## src/rtl/seven_segment_scan_decoder_if.sv

```systemverilog
// Frame-side handshake of the scanned 7-segment decoder: packed BCD frame,
// error flag, overrun pulse and the consumer's ready.
interface seven_segment_scan_decoder_if #(
    parameter int NUM_DIGITS = 4
);
    logic [4*NUM_DIGITS-1:0] bcd_out;
    logic                    bcd_valid;
    logic                    bcd_ready;
    logic                    err_out;
    logic                    overrun;

    // A frame transfers on a rising edge where bcd_valid && bcd_ready; while
    // bcd_valid is high and not yet accepted, bcd_out and err_out do not change.
    modport master (output bcd_out, bcd_valid, err_out, overrun, input bcd_ready);
    modport slave  (input bcd_out, bcd_valid, err_out, overrun, output bcd_ready);
endinterface

```

## src/rtl/seven_segment_scan_decoder.sv

```systemverilog
// Recovers packed BCD frames from a scanned 7-segment bus (segments + one-hot select).
// Define SEG_ACTIVE_LOW_EN for common-anode panels: both input buses are inverted first.
module seven_segment_scan_decoder #(
    parameter int NUM_DIGITS    = 4,
    parameter int STABLE_CYCLES = 4
) (
    input  logic                         clk,
    input  logic                         rst_n,
    input  logic [6:0]                   segment,
    input  logic [NUM_DIGITS-1:0]        dig_sel,
    seven_segment_scan_decoder_if.master frame_if,
    output logic                         dbg_state
);

    localparam int CW = $clog2(STABLE_CYCLES + 1);
    localparam logic [CW-1:0] CNT_CAP = CW'(STABLE_CYCLES - 1);
    localparam logic [CW-1:0] CNT_MAX = CW'(STABLE_CYCLES);

    typedef enum logic {
        IDLE    = 1'b0,
        COLLECT = 1'b1
    } state_t;

    state_t state, state_nx;

    logic [6:0]              seg_in;
    logic [NUM_DIGITS-1:0]   sel_in;
    logic [6:0]              s1_seg;
    logic [NUM_DIGITS-1:0]   s1_sel;
    logic [CW-1:0]           cnt;
    logic                    sel_onehot;
    logic                    capture;
    logic                    complete;
    logic [3:0]              dec_nib;
    logic                    dec_err;
    logic [NUM_DIGITS-1:0]   mask, mask_nx;
    logic [4*NUM_DIGITS-1:0] frame_bcd, frame_bcd_nx;
    logic [NUM_DIGITS-1:0]   frame_err, frame_err_nx;
    logic [4*NUM_DIGITS-1:0] bcd_q;
    logic                    valid_q;
    logic                    err_q;
    logic                    ovr_q;

`ifdef SEG_ACTIVE_LOW_EN
    assign seg_in = ~segment;
    assign sel_in = ~dig_sel;
`else
    assign seg_in = segment;
    assign sel_in = dig_sel;
`endif

    // cnt tracks how many cycles s1 has already held its current value; it saturates
    // one above the capture value so a long dwell matches CNT_CAP exactly once.
    always_ff @(posedge clk) begin
        if (!rst_n) begin
            s1_seg <= '0;
            s1_sel <= '0;
            cnt    <= '0;
        end else begin
            s1_seg <= seg_in;
            s1_sel <= sel_in;
            if ({seg_in, sel_in} != {s1_seg, s1_sel}) begin
                cnt <= '0;
            end else if (cnt != CNT_MAX) begin
                cnt <= cnt + CW'(1);
            end
        end
    end

    assign sel_onehot = (s1_sel != '0) && ((s1_sel & (s1_sel - NUM_DIGITS'(1))) == '0);
    assign capture    = (cnt == CNT_CAP) && sel_onehot;
    assign complete   = &mask;

    always_comb begin
        dec_nib = 4'hE;
        dec_err = 1'b1;
        case (s1_seg)
            7'h7E: begin dec_nib = 4'd0; dec_err = 1'b0; end
            7'h30: begin dec_nib = 4'd1; dec_err = 1'b0; end
            7'h6D: begin dec_nib = 4'd2; dec_err = 1'b0; end
            7'h79: begin dec_nib = 4'd3; dec_err = 1'b0; end
            7'h33: begin dec_nib = 4'd4; dec_err = 1'b0; end
            7'h5B: begin dec_nib = 4'd5; dec_err = 1'b0; end
            7'h5F: begin dec_nib = 4'd6; dec_err = 1'b0; end
            7'h70: begin dec_nib = 4'd7; dec_err = 1'b0; end
            7'h7F: begin dec_nib = 4'd8; dec_err = 1'b0; end
            7'h7B: begin dec_nib = 4'd9; dec_err = 1'b0; end
            7'h00: begin dec_nib = 4'hF; dec_err = 1'b0; end
            default: ;
        endcase
    end

    // A full mask is seen for exactly one cycle: it clears on the edge that loads the output.
    always_comb begin
        state_nx     = state;
        mask_nx      = mask;
        frame_bcd_nx = frame_bcd;
        frame_err_nx = frame_err;
        if (complete) begin
            mask_nx = '0;
        end
        if (capture) begin
            mask_nx = mask_nx | s1_sel;
            for (int i = 0; i < NUM_DIGITS; i++) begin
                if (s1_sel[i]) begin
                    frame_bcd_nx[4*i +: 4] = dec_nib;
                    frame_err_nx[i]        = dec_err;
                end
            end
        end
        case (state)
            IDLE:    if (capture) state_nx = COLLECT;
            COLLECT: state_nx = COLLECT;
            default: state_nx = IDLE;
        endcase
    end

    always_ff @(posedge clk) begin
        if (!rst_n) begin
            state     <= IDLE;
            mask      <= '0;
            frame_bcd <= '0;
            frame_err <= '0;
        end else begin
            state     <= state_nx;
            mask      <= mask_nx;
            frame_bcd <= frame_bcd_nx;
            frame_err <= frame_err_nx;
        end
    end

    always_ff @(posedge clk) begin
        if (!rst_n) begin
            bcd_q   <= '0;
            valid_q <= 1'b0;
            err_q   <= 1'b0;
            ovr_q   <= 1'b0;
        end else begin
            ovr_q <= 1'b0;
            if (complete) begin
                if (!valid_q || frame_if.bcd_ready) begin
                    bcd_q   <= frame_bcd;
                    err_q   <= |frame_err;
                    valid_q <= 1'b1;
                end else begin
                    ovr_q <= 1'b1;
                end
            end else if (valid_q && frame_if.bcd_ready) begin
                valid_q <= 1'b0;
            end
        end
    end

    assign frame_if.bcd_out   = bcd_q;
    assign frame_if.bcd_valid = valid_q;
    assign frame_if.err_out   = err_q;
    assign frame_if.overrun   = ovr_q;
    assign dbg_state          = state;

endmodule

```

## src/flat_wrapper.sv

```systemverilog
// flat-port wrapper written by rule: the top's interface ports become plain ports
module seven_segment_scan_decoder_flat 
#(
    parameter int NUM_DIGITS    = 4,
    parameter int STABLE_CYCLES = 4
)
  (clk, rst_n, segment, dig_sel, dbg_state, frame_if_bcd_out, frame_if_bcd_valid, frame_if_err_out, frame_if_overrun, frame_if_bcd_ready);
  seven_segment_scan_decoder_if #(.NUM_DIGITS(NUM_DIGITS)) frame_if_i ();
  input  logic clk;
  input  logic rst_n;
  input  logic [6:0] segment;
  input  logic [NUM_DIGITS-1:0] dig_sel;
  output logic dbg_state;
  output wire logic [$bits(frame_if_i.bcd_out)-1:0] frame_if_bcd_out;
  output wire logic [$bits(frame_if_i.bcd_valid)-1:0] frame_if_bcd_valid;
  output wire logic [$bits(frame_if_i.err_out)-1:0] frame_if_err_out;
  output wire logic [$bits(frame_if_i.overrun)-1:0] frame_if_overrun;
  input wire logic [$bits(frame_if_i.bcd_ready)-1:0] frame_if_bcd_ready;
  assign frame_if_bcd_out = frame_if_i.bcd_out;
  assign frame_if_bcd_valid = frame_if_i.bcd_valid;
  assign frame_if_err_out = frame_if_i.err_out;
  assign frame_if_overrun = frame_if_i.overrun;
  assign frame_if_i.bcd_ready = frame_if_bcd_ready;
  seven_segment_scan_decoder #(.NUM_DIGITS(NUM_DIGITS), .STABLE_CYCLES(STABLE_CYCLES)) u_core (.clk(clk), .rst_n(rst_n), .segment(segment), .dig_sel(dig_sel), .frame_if(frame_if_i), .dbg_state(dbg_state));
endmodule
```

## config.mk

```make
export PLATFORM = sky130hd
export DESIGN_NAME = seven_segment_scan_decoder_flat
export DESIGN_NICKNAME = d
export VERILOG_FILES = /design/src/rtl/seven_segment_scan_decoder_if.sv /design/src/rtl/seven_segment_scan_decoder.sv /design/src/flat_wrapper.sv
export SDC_FILE = /design/constraint.sdc
export NUM_CORES = 1
export LEC_CHECK = 0
export CAP_MARGIN = 20
export CELL_PAD_IN_SITES_DETAIL_PLACEMENT = 1
export CELL_PAD_IN_SITES_GLOBAL_PLACEMENT = 1
export CORE_MARGIN = 1
export CORE_UTILIZATION = 37
export DETAILED_ROUTE_END_ITERATION = 10
export MAX_ROUTING_LAYER = met4
export PLACE_DENSITY_LB_ADDON = 0.1
export SETUP_SLACK_MARGIN = 0.5
export SYNTH_ARGS = -nofsm -noshare
export SYNTH_HDL_FRONTEND = slang
export SYNTH_SLANG_ARGS = --single-unit
```

## constraint.sdc

```tcl
create_clock -name clk -period 1.6 [get_ports clk]
set_input_delay 0.4 -clock clk [delete_from_list [all_inputs] [get_ports clk]]
set_output_delay 0.4 -clock clk [all_outputs]
set_load 0.05 [all_outputs]
```

==> flow_summary.toml, run 1 <==
[run_status]
status = "finished with violations"
failed_checks = "setup timing"

[cells_and_area]
layout.nets = 378
drive_gt1_frac = 0.541
n_antenna_cell = 0
area_growth_pct = 70.0

[synth]
synth_edf_count = 0
yosysUniqueCellTypes = 41
syn_inst = 282
synth.avg_cell_area_um2 = 8.69
ys_seq_elements = 58
yosysTopAreaCellShare = 0.474
synth_warnings = 0
synth_area_um2 = 2450
synth_most_common_cell = "dfxtp_1"
yosys-top-cells-area = "dfxtp_1 47%, a21oi_1 8.4%, nand2_1 6.3%"
synthArstFlopShare = 0
synth_common_cells = "58 x dfxtp_1, 41 x a21oi_1, 41 x nand2_1, 19 x o21ai_0, 15 x nand3_1"
synth_seq_area_share = 0.474
synthesis.nets = 299
ys.flop_type = "dfxtp_1"
yosys.area.top_type = "dfxtp_1"

[drt]
vias_per_cell = 5.29
first_pass_iters = 4
post_drt_wl_per_cell_um = 18.0
detail_route.wirelength_um = 7960
ant_nets = 0
route.detailed.drc = 0
vias = 2342
drtIter0Drc = 70

[setup_path]
start_kind = "register"
critPathKind = "register to register"
crit_chain = "or3_4 > o22ai_4 > a311oi_2 > a311oi_2 > buf_4 > a21oi_1"
r2r_end = "u_core.frame_bcd[9]"
crit_fanout = 5
cp_common_cell = "a311oi_2"
slowest_delay_ns = 0.39
crit_arrival_ns = 1.94
crit_buf_inv = 1
cp_top_family = "compound AO/OA/AOI/OAI gates"
cp-endpoint = "u_core.frame_bcd[9]"
reg2regPathDepth = 6
crit_start = "u_core.s1_seg[1]"
ff2ff_setup_slack_ns = -0.10
crit_path_end_kind = "register"
r2r_start = "u_core.s1_seg[1]"
crit_required_ns = 1.84
critPathSlowestCell = "or3_4"
path_depth = 6

[sta]
setup_slack_ns = -0.103
rsz0062_at_grt = "yes"
worst_pin_slew_ns = 0.546
hold_slack_ns = 0.438
tns_ns = -0.836
period_needed_ns = 1.70
maxSlewViolCount = 0
finalCritPeriodShare = 1.06
slew_headroom = 0.636
hold_viol = 0
clock.fmax_ghz = 0.587
setup-violations-final = 13
fin_skew_ns = 0.0155

[floorplanning]
row_count = 29
dieArea_um2 = 6950
die-width_um = 83.4
die_h_um = 83.4
start_util = 0.384
io_pins = 34
core_area_um2 = 6390

[global_routing]
antenna_found_initial = 0
grt_pass1_wl_um = 12800
grt_max_degree = 21
first_global_vias = 2545
grt_usage = 0.251
grt_overflow = 0

[run]
cap_viol_max_count = 0

[place]
numPortBuffers = 33
finalWeightedCongestion = 0.822
dp_hpwl_um = 4410

[cts]
cts_tree = "yes"
cts_buffers = 9
clock_path_buffers = 2
insertion_delay_ns = 0.35
cts_hold_repair.buffers = 0
cts-root-buf = "clkbuf_8"
htree_num_levels = 3
cts.sinks = 58
path_clk_slew_ns = 0.07

[power]
power_density_nw_per_um2 = 789
ir_drop_mv = 0.595
p_leak_nw = 1.77

[min_path]
hold_class = "register to register"
## stage by stage
| step | total power, mW | utilization | std cells | instance area, um^2 | setup WS, ns |
|---|---|---|---|---|---|
| final | 3.29 | 0.653 | 443 | 4170 | -0.103 |
| after global routing | 3.42 | 0.653 | 443 | 4170 | -0.179 |
| after CTS | 3.27 | 0.622 | 433 | 3970 | -0.0757 |
| after detailed placement | 1.75 | 0.520 | 403 | 3320 | -0.217 |
| after global placement | 1.75 | 0.520 | 403 | 3320 | -0.163 |
| after floorplan | 1.65 | - | 282 | 2620 | -0.0484 |
## layer usage
layer	track usage	share of wire	vias up
met1	0.269	0.40	1138
met4	0.0987	0.020	0
li1	-	-	1140
met3	0.0626	0.033	14
met2	0.443	0.55	50
met5	-	0	-
## sequential cells by signal, indices dropped and copies added, names as in the netlist, 3 cells and up
signal,count
u_core.cnt,3
u_core.frame_bcd,16
u_core.frame_err,4
u_core.frame_if.bcd_out,16
u_core.mask,4
u_core.s1_seg,7
u_core.s1_sel,4
## worst min path at each step
stage | from | slack [ns] | to | depth (start not counted)
2_1_floorplan | u_core.frame_bcd[10] | 0.43 | u_core.frame_if.bcd_out[10] | 2
3_3_place_gp | u_core.frame_bcd[10] | 0.45 | u_core.frame_if.bcd_out[10] | 2
3_5_place_dp | u_core.frame_bcd[10] | 0.45 | u_core.frame_if.bcd_out[10] | 2
4_1_cts | u_core.frame_bcd[0] | 0.44 | u_core.frame_if.bcd_out[0] | 2
5_1_grt | u_core.frame_bcd[0] | 0.45 | u_core.frame_if.bcd_out[0] | 2
6_report | u_core.frame_bcd[0] | 0.44 | u_core.frame_if.bcd_out[0] | 2
## cells by family (layout without fill, tap and decap cells)
family          after synthesis  in the layout  synth area share
simple gates                107            108             0.227
compound gates               74             74             0.178
flops                        58             58             0.474
buf+inv                      25            108            0.0526
xor+xnor                     14             14            0.0500
fa+ha+maj                     3              3            0.0153
mux                           1              1           0.00408
## tightest hold or removal path: stages (launching register included)
cell	delay, ns
dfxtp_1	0.31
nand2_2	0.06
a21oi_2	0.04
## cells in the final DEF (no fill, tap or decap), types with 3 or more instances in the layout
| cell type | netlist | routed |
|---|---|---|
| nand3b_1 | 4 | 4 |
| buf_8 | 0 | 3 |
| nor3_1 | 3 | 3 |
| dfxtp_2 | 0 | 28 |
| buf_4 | 0 | 42 |
| nand2_4 | 0 | 14 |
| xor2_1 | 13 | 13 |
| o21ai_0 | 19 | 9 |
| o21ai_1 | 0 | 9 |
| and2_1 | 11 | 11 |
| nand2_1 | 41 | 23 |
| a21oi_2 | 1 | 26 |
| dfxtp_4 | 0 | 5 |
| nand2_2 | 0 | 4 |
| dfxtp_1 | 58 | 25 |
| inv_1 | 4 | 4 |
| nand2b_4 | 0 | 4 |
| nor2_1 | 12 | 11 |
| clkdlybuf4s50_1 | 0 | 9 |
| clkbuf_8 | 0 | 11 |
| nor4_1 | 3 | 3 |
| dlygate4sd2_1 | 0 | 4 |
| nand3_1 | 15 | 12 |
| buf_12 | 0 | 22 |
| a21oi_1 | 41 | 15 |
| buf_6 | 4 | 6 |
## layout make-up
cell class / instances / area (um^2)
clock buffer: 13 / 180
clock inverter: 3 / 43.8
fill: 655 / 2220
inverter: 5 / 20.0
multi-input combinational: 200 / 1590
sequential: 58 / 1210
tap: 77 / 96.3
timing repair buffer: 87 / 1030
## power breakdown
group	internal [mW]	switching [mW]	total, mW	leakage (nW)
logic	0.152	0.140	0.292	1.17
registers	1.45	0.0251	1.48	0.487
clock network	0.900	0.619	1.52	0.115
total	2.51	0.784	3.29	1.77
## timing repair
item                                    in CTS  in global routing
endpoints found under the setup margin      66                 65
resized for setup                           99                 28
pin swaps                                   41                 10
setup buffers                               11                 10
gates cloned                                 3                  0
Power figures use the tool's default switching activity.
==> inputs of run 2 (changes only) <==
--- a/config.mk
+++ b/config.mk
@@ -8,11 +8,12 @@
 export CAP_MARGIN = 20
 export CELL_PAD_IN_SITES_DETAIL_PLACEMENT = 1
 export CELL_PAD_IN_SITES_GLOBAL_PLACEMENT = 1
+export CORE_ASPECT_RATIO = 0.5
 export CORE_MARGIN = 1
 export CORE_UTILIZATION = 37
 export DETAILED_ROUTE_END_ITERATION = 10
 export MAX_ROUTING_LAYER = met4
-export PLACE_DENSITY_LB_ADDON = 0.1
+export PLACE_DENSITY = 0.82
 export SETUP_SLACK_MARGIN = 0.5
 export SYNTH_ARGS = -nofsm -noshare
 export SYNTH_HDL_FRONTEND = slang
==> run 2 against run 1 <==
The run still ends with setup timing left. Fmax down 10%. Hold slack worse by 0.039 ns. Critical path depth unchanged. Non-clock buffer count rose by 14. Cell area grew 11%. Wire length rose by 68%.
==> flow_summary.toml, run 2 (synthesized netlist as in run 1, its figures left out) <==
[drt]
detail_route.wirelength_um = 13400
first_pass_iters = 4
post_drt_wl_per_cell_um = 28.5
drtIter0Drc = 212
ant_nets = 0
vias_per_cell = 5.97
route.detailed.drc = 0
vias = 2800

[min_path]
hold_class = "input port to register"

[run_status]
failed_checks = "setup timing"
status = "finished with violations"

[setup_path]
crit_path_end_kind = "register"
start_kind = "register"
crit_arrival_ns = 2.11
crit_fanout = 4
critPathKind = "register to register"
crit_required_ns = 1.82

[power]
power_density_nw_per_um2 = 862
ir_drop_mv = 0.604
p_leak_nw = 1.89
power.total_mw = 4.01

[cells_and_area]
n_antenna_cell = 0
most-common-layout-cells = "44 x buf_4, 30 x a21oi_2, 24 x dfxtp_1"
final_common_cell = "buf_4"
layout.cells.non_filler = 469
drive_gt1_frac = 0.654
fin_util = 0.746
area_growth_pct = 89.5
layout.nets = 393

[place]
numPortBuffers = 33
dp_cells = 410
finalWeightedCongestion = 0.780
dp_hpwl_um = 4770

[floorplanning]
row_count = 20
die_h_um = 59.6
io_pins = 34
dieArea_um2 = 6970
start_util = 0.393
core_area_um2 = 6230
die-width_um = 117

[sta]
fin_skew_ns = 0.0169
clock.fmax_ghz = 0.528
setup-violations-final = 20
hold_slack_ns = 0.399
period_needed_ns = 1.89
finalCritPeriodShare = 1.18
slew_headroom = 0.729
rsz0062_at_grt = "yes"
maxSlewViolCount = 0
worst_pin_slew_ns = 0.402
hold_viol = 0
setup_slack_ns = -0.293

[cts]
cts.sinks = 58
cts-root-buf = "clkbuf_16"
htree_num_levels = 3
clock_path_buffers = 2
path_clk_slew_ns = 0.06
insertion_delay_ns = 0.35
cts_buffers = 9
cts_hold_repair.buffers = 0
cts_tree = "yes"

[global_routing]
antenna_found_initial = 0
grt_max_degree = 27
grt_usage = 0.348
first_global_vias = 2856
grt_pass1_wl_um = 16400
grt_overflow = 0

[run]
cap_viol_max_count = 0
run 2: layout make-up:
cell class / instances / area, um^2
clock buffers: 12 / 256
clock inverters: 4 / 75.1
fillers: 581 / 1590
inverters: 5 / 20.0
multi-input cells: 201 / 1790
flip-flops and latches: 58 / 1240
well taps: 88 / 110
repair buffers: 101 / 1160
run 2: metrics by stage:
step	setup slack [ns]	setup TNS [ns]	area, um^2
after floorplan	-0.0484	-0.186	2620
after global placement	-0.139	-1.15	3300
after detailed placement	-0.172	-2.06	3300
after CTS	-0.146	-1.43	4270
after global routing	-0.342	-3.96	4650
final	-0.293	-3.04	4650
run 2: timing repair:
action / in CTS / in global routing
endpoints found under the setup margin: 67 / 67
pin swaps: 56 / 20
gates resized for setup: 127 / 67
setup buffers: 23 / 16
cloned: 4 / 0
endpoints found under the hold margin: 0 / 0
run 2: critical path, cell delays in order (launching register included):
cell	delay [ns]
dfxtp_2	0.34
or3_4	0.42
o22ai_4	0.23
a311oi_4	0.15
a311oi_2	0.32
buf_4	0.22
a21oi_1	0.09
run 2: where the power goes:
part	total (mW)	switching, mW	internal, mW	leakage [nW]
Combinational	0.335	0.189	0.146	1.24
Clock	2.19	0.744	1.45	0.155
Sequential	1.48	0.0342	1.44	0.490
Total	4.01	0.968	3.04	1.89
run 2: final timing paths:
| check | cells past startpoint | from | slack (ns) | end |
|---|---|---|---|---|
| max | 6 | u_core.s1_seg[3] | -0.29 | u_core.frame_bcd[13] |
| min | 2 | dig_sel[1] | 0.40 | u_core.s1_sel[1] |
| max reg2reg | 6 | u_core.s1_seg[3] | -0.29 | u_core.frame_bcd[13] |
| min reg2reg | 2 | u_core.frame_bcd[8] | 0.48 | u_core.frame_if.bcd_out[8] |
run 2: layer usage:
| metal | vias to the layer above | global-route usage | routed length [um] |
|---|---|---|---|
| met1 | 1371 | 0.382 | 5170 |
| met3 | 80 | 0.110 | 1110 |
| li1 | 1175 | - | - |
| met2 | 174 | 0.580 | 6230 |
| met4 | 0 | 0.172 | 872 |
| met5 | - | - | 0 |
==> inputs of run 3 (changes only) <==
--- a/config.mk
+++ b/config.mk
@@ -10,10 +10,11 @@
 export CELL_PAD_IN_SITES_GLOBAL_PLACEMENT = 1
 export CORE_ASPECT_RATIO = 0.5
 export CORE_MARGIN = 1
-export CORE_UTILIZATION = 37
+export CORE_UTILIZATION = 38
+export CTS_BUF_LIST = sky130_fd_sc_hd__clkbuf_4 sky130_fd_sc_hd__clkbuf_8
 export DETAILED_ROUTE_END_ITERATION = 10
 export MAX_ROUTING_LAYER = met4
-export PLACE_DENSITY = 0.82
+export PLACE_DENSITY = 0.84
 export SETUP_SLACK_MARGIN = 0.5
 export SYNTH_ARGS = -nofsm -noshare
 export SYNTH_HDL_FRONTEND = slang
==> run 3 against run 2 <==
The run now fails in 5_1_grt. Area after synthesis is the same. Synthesized cell count unchanged.
==> flow_summary.toml, run 3 <==
[cts]
htree_num_levels = 3
cts.sinks = 58
cts_buffers = 9
cts-root-buf = "clkbuf_8"
cts_hold_repair.buffers = 0
clock_path_buffers = 2

[synth]
ys_seq_elements = 58
yosys.area.top_type = "dfxtp_1"
yosysUniqueCellTypes = 41
synth_area_um2 = 2450
synth_edf_count = 0
synth_most_common_cell = "dfxtp_1"
synth_common_cells = "58 x dfxtp_1, 41 x a21oi_1, 41 x nand2_1, 19 x o21ai_0, 15 x nand3_1"
synth_warnings = 0
ys.flop_type = "dfxtp_1"
synthArstFlopShare = 0
synthesis.nets = 299
synth.avg_cell_area_um2 = 8.69
yosys-top-cells-area = "dfxtp_1 47%, a21oi_1 8.4%, nand2_1 6.3%"
yosysTopAreaCellShare = 0.474
syn_inst = 282
synth_seq_area_share = 0.474

[floorplanning]
row_count = 20
start_util = 0.398
die_h_um = 58.8
die-width_um = 116
io_pins = 34

[global_routing]
grt_max_degree = 27
antenna_found_initial = 0

[sta]
worstEndpointGrtRepair = "u_core.frame_bcd[5]$_SDFFE_PN0P_/D"
worst-endpoint-pin-kind = "register input"

[place]
dp_slack_ns = -0.177
dp_hpwl_um = 4710
numPortBuffers = 33
dp_cells = 409
finalWeightedCongestion = 0.798

[run_status]
lastStage = "5_1_grt"
status = "did not finish"
error_line = "[ERROR DPL-0033] detailed placement checks failed during check placement."
-- run 3: cell counts after synthesis --
No cell type changed its count.
-- run 3: repair_timing --
| action | CTS |
|---|---|
| setup buffers | 25 |
| pin swaps | 53 |
| cloned | 3 |
| resized for setup | 134 |
| endpoints found under the setup margin | 67 |
-- run 3: logic make-up after synthesis --
| family | count (synthesis) | share of synthesized area |
|---|---|---|
| flops | 58 | 0.474 |
| buf+inv | 25 | 0.0526 |
| simple gates | 107 | 0.227 |
| mux | 1 | 0.00408 |
| fa+ha+maj | 3 | 0.0153 |
| compound gates | 74 | 0.178 |
| xor+xnor | 14 | 0.0500 |
-- run 3: per-stage QoR --
| step | cell area [um^2] | setup TNS, ns |
|---|---|---|
| 4_1_cts | 4130 | -0.701 |
| 3_5_place_dp | 3290 | -2.17 |
| 3_3_place_gp | 3290 | -1.07 |
| 2_1_floorplan | 2620 | -0.186 |
==> inputs of run 4 (changes only) <==
==> config.mk (replaced) <==
export PLATFORM = sky130hd
export DESIGN_NAME = seven_segment_scan_decoder_flat
export DESIGN_NICKNAME = d
export VERILOG_FILES = /design/src/rtl/seven_segment_scan_decoder_if.sv /design/src/rtl/seven_segment_scan_decoder.sv /design/src/flat_wrapper.sv
export SDC_FILE = /design/constraint.sdc
export NUM_CORES = 1
export LEC_CHECK = 0
export CAP_MARGIN = 20
export CORE_MARGIN = 1
export CORE_UTILIZATION = 23
export DETAILED_ROUTE_END_ITERATION = 10
export PLACE_DENSITY_LB_ADDON = 0.15
export SYNTH_ARGS = -nofsm -noshare
export SYNTH_HDL_FRONTEND = slang
export SYNTH_SLANG_ARGS = --single-unit
==> constraint.sdc (replaced) <==
create_clock -name clk -period 2.1 [get_ports clk]
set_input_delay 0.525 -clock clk [delete_from_list [all_inputs] [get_ports clk]]
set_output_delay 0.525 -clock clk [all_outputs]
set_load 0.05 [all_outputs]
==> run 4 against run 3 <==
The run now ends clean.
==> flow_summary.toml, run 4 (synthesized netlist as in run 1, its figures left out) <==
[drt]
vias_per_cell = 4.41
ant_nets = 0
post_drt_wl_per_cell_um = 12.7
first_pass_iters = 4
drtIter0Drc = 74
route.detailed.drc = 0
detail_route.wirelength_um = 5850
vias = 2035

[sta]
tns_ns = 0
maxSlewViolCount = 0
period_needed_ns = 2.01
clock.fmax_ghz = 0.497
hold_viol = 0
worst_pin_slew_ns = 0.520
hold_slack_ns = 0.454
setup-violations-final = 0
rsz0062_at_grt = "no"
fin_skew_ns = 0.00607
slew_headroom = 0.652
setup_slack_ns = 0.0893
finalCritPeriodShare = 0.957

[place]
place_area_um2 = 2970
finalWeightedCongestion = 0.747
dp_slack_ns = 0.113
numPortBuffers = 33
dp_cells = 446
dp_hpwl_um = 4090

[cells_and_area]
drive_gt1_frac = 0.123
final_area_um2 = 3170
area_growth_pct = 29.5
layout.cells.non_filler = 461
num-fill-cells = 1097
most-common-layout-cells = "58 x dfxtp_1, 41 x nand2_1, 41 x a21oi_1"
layout.nets = 338
n_antenna_cell = 0
fin_util = 0.307
final_common_cell = "dfxtp_1"

[global_routing]
use_met3 = 0.0216
grt_pass1_wl_um = 9920
grt_use_met2 = 0.174
antenna_found_initial = 0
grt.busiest_layer = "met2"
grt_usage = 0.115
first_global_vias = 1965
grt_max_degree = 33
grt_overflow = 0
met1_usage = 0.151

[cts]
cts.sinks = 58
clock_path_buffers = 2
cts_setup_buffers = 0
cts-root-buf = "clkbuf_8"
cts_hold_repair.buffers = 0
path_clk_slew_ns = 0.07
insertion_delay_ns = 0.33
postCtsResizedCells = 0
cts_buffers = 9
cts_tree = "yes"
htree_num_levels = 3

[setup_path]
slowest_delay_ns = 0.82
crit_required_ns = 1.57
critPathKind = "register to primary output"
critPathSlowestCell = "clkdlybuf4s50_1"
start_kind = "register"
crit_buf_inv = 1
r2r_end = "u_core.frame_bcd[5]"
crit_arrival_ns = 1.49
r2r_start = "u_core.s1_seg[3]"
reg2regPathDepth = 6
ff2ff_setup_slack_ns = 0.29
crit_fanout = 2
cp_top_family = "buffers and inverters"
crit_chain = "clkdlybuf4s50_1"
crit_path_end_kind = "primary output"

[floorplanning]
dieArea_um2 = 11100
row_count = 37
die-width_um = 105
core_area_um2 = 10300
die_h_um = 105
start_util = 0.237
io_pins = 34

[min_path]
min_path_cells = 2
worstHoldStart = "u_core.frame_if.bcd_out[0]"
hold_end = "u_core.frame_if.bcd_out[0]"
hold_class = "register to register"

[power]
power_density_nw_per_um2 = 750
ir_drop_mv = 0.246
p_leak_nw = 1.10
power.total_mw = 2.38

[run]
cap_viol_max_count = 0

[run_status]
status = "completed"
==> run 4: report_power, final <==
part           total, mW  internal [mW]  leakage (nW)  switching (mW)
clock network       1.10          0.655         0.105           0.450
registers           1.14           1.11         0.470          0.0243
logic              0.141         0.0718         0.522          0.0691
total               2.38           1.84          1.10           0.543
==> run 4: worst max-delay path by stage <==
stage	slack (ns)	from	cells after the start	end
after floorplan	0.44	u_core.frame_if.bcd_valid	6	u_core.frame_if.bcd_out[10]
after global placement	0.20	rst_n	5	u_core.cnt[1]
after detailed placement	0.11	rst_n	5	u_core.cnt[1]
after global routing	0.01	u_core.dbg_state	1	dbg_state
final	0.09	u_core.dbg_state	1	dbg_state
after CTS	0.06	u_core.dbg_state	1	dbg_state
==> run 4: worst min-delay path, cell delays in order, from the launching register on <==
cell and delay (ns):
dfxtp_1 0.31, nand2_1 0.05, a21oi_1 0.05
==> run 4: routing by layer <==
metal,share of wire,vias up,wire length [um]
met1,0.51,945,2980
met5,0,-,0
met2,0.44,27,2600
met3,0.028,9,163
met4,0.018,0,107
li1,-,1054,-
==> run 4: area by class of cell <==
type	count	area, um^2	share of cell area
Clock buffer	9	124	0.0390
Clock inverter	6	82.6	0.0260
Inverter	5	18.8	0.00591
Multi-Input combinational cell	199	1160	0.366
Sequential cell	58	1160	0.366
Tap cell	136	170	0.0536
Timing Repair Buffer	48	455	0.144
